$ cat src/rtl/sp1_div.sv
// Sequential unsigned restoring divider: one quotient bit per clock.
// Operands arrive and results leave over independent valid/ready handshakes.
module sp1_div #(
  parameter int DW = 16
) (
  input  logic          clk,
  input  logic          rst,
  input  logic          in_valid,
  output logic          in_ready,
  input  logic [DW-1:0] dividend,
  input  logic [DW-1:0] divisor,
  output logic          out_valid,
  input  logic          out_ready,
  output logic [DW-1:0] quotient,
  output logic [DW-1:0] remainder,
  output logic          dz
);

  localparam int CW = (DW > 1) ? $clog2(DW) : 1;

  typedef enum logic [1:0] {IDLE, CALC, DONE} state_t;

  state_t        r_state;
  state_t        w_state_next;
  logic [DW-1:0] r_dvd;
  logic [DW-1:0] r_dsr;
  logic [DW-1:0] r_quot;
  logic [DW:0]   r_rem;
  logic [CW-1:0] r_cnt;
  logic          r_in_ready;
  logic          r_out_valid;
  logic [DW-1:0] r_quotient;
  logic [DW-1:0] r_remainder;
  logic          r_dz;

  logic [DW:0]   w_shift;
  logic [DW+1:0] w_sub;
  logic          w_borrow;
  logic [DW:0]   w_rem_next;
  logic [DW-1:0] w_quot_next;
  logic          w_last;

  // Partial remainder stays below the divisor, so the shifted value fits DW+1 bits.
  assign w_shift     = {r_rem[DW-1:0], r_dvd[DW-1]};
  assign w_sub       = {1'b0, w_shift} - {2'b00, r_dsr};
  assign w_borrow    = w_sub[DW+1];
  assign w_rem_next  = w_borrow ? w_shift : w_sub[DW:0];
  assign w_quot_next = {r_quot[DW-2:0], ~w_borrow};
  assign w_last      = (r_cnt == '0);

  always_comb begin
    w_state_next = r_state;
    case (r_state)
      IDLE:    if (in_valid)  w_state_next = CALC;
      CALC:    if (w_last)    w_state_next = DONE;
      DONE:    if (out_ready) w_state_next = IDLE;
      default: w_state_next = IDLE;
    endcase
  end

  always_ff @(posedge clk) begin
    if (rst) begin
      r_state     <= IDLE;
      r_in_ready  <= 1'b1;
      r_out_valid <= 1'b0;
    end else begin
      r_state     <= w_state_next;
      r_in_ready  <= (w_state_next == IDLE);
      r_out_valid <= (w_state_next == DONE);
    end
  end

  // Result registers change only at acceptance (dz) and at the final CALC edge.
  always_ff @(posedge clk) begin
    if (rst) begin
      r_dvd       <= '0;
      r_dsr       <= '0;
      r_quot      <= '0;
      r_rem       <= '0;
      r_cnt       <= '0;
      r_quotient  <= '0;
      r_remainder <= '0;
      r_dz        <= 1'b0;
    end else begin
      case (r_state)
        IDLE: begin
          if (in_valid) begin
            r_dvd  <= dividend;
            r_dsr  <= divisor;
            r_rem  <= '0;
            r_quot <= '0;
            r_cnt  <= CW'(DW - 1);
            r_dz   <= (divisor == '0);
          end
        end
        CALC: begin
          r_rem  <= w_rem_next;
          r_quot <= w_quot_next;
          r_dvd  <= {r_dvd[DW-2:0], 1'b0};
          if (w_last) begin
            r_quotient  <= w_quot_next;
            r_remainder <= w_rem_next[DW-1:0];
          end else begin
            r_cnt <= r_cnt - 1'b1;
          end
        end
        default: ;
      endcase
    end
  end

  assign in_ready  = r_in_ready;
  assign out_valid = r_out_valid;
  assign quotient  = r_quotient;
  assign remainder = r_remainder;
  assign dz        = r_dz;

endmodule

$ cat config.mk
export PLATFORM = sky130hd
export DESIGN_NAME = sp1_div
export DESIGN_NICKNAME = d
export VERILOG_FILES = /design/src/rtl/sp1_div.sv
export SDC_FILE = /design/constraint.sdc
export NUM_CORES = 1
export LEC_CHECK = 0
export CAP_MARGIN = 0
export CORE_MARGIN = 2
export CORE_UTILIZATION = 36
export CTS_BUF_LIST = sky130_fd_sc_hd__clkbuf_8
export DETAILED_ROUTE_END_ITERATION = 6
export GPL_TIMING_DRIVEN = 1
export PLACE_DENSITY = 0.67
export SLEW_MARGIN = 20
export SYNTH_ARGS = -nofsm -noshare
export SYNTH_HDL_FRONTEND = slang
export SYNTH_SLANG_ARGS = --single-unit
$ cat constraint.sdc
create_clock -name clk -period 3.05 [get_ports clk]
set_input_delay 0.61 -clock clk [delete_from_list [all_inputs] [get_ports clk]]
set_output_delay 0.61 -clock clk [all_outputs]
set_load 0.1 [all_outputs]
==> out/results.ini <==
[sta]
finalCriticalPeriod_ns = 2.84
fin_tns_setup_ns = 0
fin_crit_sh = 0.932
rsz0062_at_grt = no
max_freq_mhz = 352
setup_viol = 0
hold_viol_final = 0
tightest_slew_ns = 1.08
finalMaxSlewViolations = 0
finClkSkew_ns = 0.0139
relSlewSlack = 0.277

[grt]
grt_pass1_wl_mm = 22.3
grt_pass1_vias = 4643
grt.total_usage = 0.186
grt_overflow = 0
grt_max_degree = 30
antenna_found_initial = 0

[yosys]
avgSynthCellArea_um2 = 8.17
yosysSeqAreaShare = 0.405
yosys_warnings = 0
synth-main-ff-cell = dfxtp_1
synth_cell_types = 54
ys_seq_elements = 104
synth-edff-count = 0
async_flop_share = 0
syn_nets = 684
syn_area_mm2 = 0.00515
synthCells = 630

[clock_tree]
root_buffer = clkbuf_8
clock_sinks = 104
htreeDepth = 3
numCtsBuffers = 9
clockBufferDepth = 2
cts_resized = 0
cts.clk_slew.worst_paths_ns = 0.11
post_cts_buffers = 0
holdBufCountCts = 0
clkLatencyLatePin_ns = 0.40
cts_tree = done

[drt]
dr.pass1.iters = 4
routed_wl_mm = 13.8
wl_met3_um = 694
met2_length_mm = 6.38
drt-met1-wl_mm = 6.36
vias = 4826
via_per_inst = 5.59
routedWlPerCell_um = 16.0
drc = 0
detail-route-antenna-nets = 0
dr.first_iter.drc_count = 287
top_layer_used = met4

[finish]
finish.utilization = 0.439
fin_cells = 864
final_nets = 733
stdcell_area_mm2 = 0.00612
layout_commonest_cell = dfxtp_1
drive_gt1_frac = 0.111
mostFrequentLayoutCells = 104 x dfxtp_1, 84 x nand2_1, 59 x nor2_1
diodes = 0
areaGrowthSynthToFinish_pct = 18.9

[min_path]
worstHoldPathType = reg -> reg

[floorplanning]
coreArea_mm2 = 0.0139
dieHeight_um = 124
initial_utilization = 0.369
num_rows = 43
dieWidth_um = 124
ios = 71
die_area_mm2 = 0.0153

[placement]
port-buffer-count = 70
post-place-cells = 848
place_area_mm2 = 0.00591
dp_hpwl_mm = 9.94
place_congestion = 0.923

[critical_path]
cp-end-kind = register
crit_required_ns = 3.34
path_class = reg -> reg
start_kind = register
critPathArrivalTime_ns = 3.13
crit_fanout = 27

[power_and_ir_drop]
p_total_w = 0.00562
cellPowerDensity_mw_per_mm2 = 918
worst_ir_drop_vdd_mv = 0.405
power.static_leakage_nw = 2.31

[status]
outcome = finished, final reports clean

[run]
maxCapViolations = 0

==> final timing paths <==
path | startpoint | to | slack (ns) | cells past startpoint
worst max-delay path | r_rem[9] | r_rem[0] | 0.21 | 6
worst min register to register | r_dsr[2] | r_dsr[2] | 0.46 | 2
worst max register to register | r_rem[9] | r_rem[0] | 0.21 | 6
worst min-delay path | r_dsr[2] | r_dsr[2] | 0.46 | 2
==> Yosys cell counts, drive strengths merged (8+ instances only) <==
library cell | number | area (um2)
dfxtp | 104 | 2080
nand2 | 85 | 327
nor2 | 61 | 229
a21oi | 58 | 290
clkbuf | 31 | 116
o21ai | 29 | 149
inv | 25 | 93.8
a211oi | 23 | 173
ha | 17 | 213
a22oi | 16 | 120
buf | 15 | 92.6
mux2i | 15 | 150
o211ai | 13 | 97.6
a21o | 11 | 82.6
nand3 | 11 | 55.1
nor3 | 11 | 55.1
xnor2 | 8 | 70.1
==> stage by stage <==
| step | hold slack, ns | setup slack, ns |
|---|---|---|
| after detailed placement | 0.448 | 0.287 |
| after CTS | 0.462 | 0.258 |
| after global placement | 0.445 | 0.397 |
| after global routing | 0.486 | 0.0434 |
| final | 0.461 | 0.207 |
| after floorplan | 0.432 | 0.870 |
==> report_power, final <==
group          total (W)  switching [W]  internal (W)
sequential       0.00164       0.000137       0.00151
clock           0.000929       0.000530      0.000399
combinational    0.00305        0.00198       0.00107
total            0.00562        0.00265       0.00297
==> worst max-delay path: stages (launching register included) <==
cell	delay, ns
dfxtp_1	0.37
ha_1	0.47
a21oi_1	0.15
o21a_1	0.26
o21ai_2	0.87
o21ai_0	0.27
a32o_1	0.32
==> logic make-up after synthesis <==
| group | share of synthesized area |
|---|---|
| xor gates and xnor gates | 0.0153 |
| adders and majority gates | 0.0452 |
| AOI/OAI and AO/OA | 0.251 |
| muxes | 0.0314 |
| DFF | 0.405 |
| buffers and inverters | 0.0596 |
| and+or+nand+nor | 0.193 |
==> state kept, by name, summed over array words and instances (netlist names) <==
signal / cells
r_quot: 15
out_valid: 1
quotient: 16
in_ready: 1
dz: 1
r_cnt: 4
r_dvd: 16
r_state: 2
r_rem: 16
r_dsr: 16
remainder: 16
==> metal layers <==
layer	track usage	vias to the layer above
met2	0.294	155
li1	-	2356
met3	0.0291	30
met5	0	-
met4	0.0938	0
met1	0.245	2285
==> final cells by class <==
cell class / instances / area [um2]
well taps: 180 / 225
clock buffers: 9 / 124
flip-flops and latches: 104 / 2080
repair buffers: 84 / 738
fillers: 1378 / 7810
inverters: 26 / 97.6
multi-input cells: 454 / 2770
clock inverters: 7 / 87.6
(Power assumes the default switching activity.)
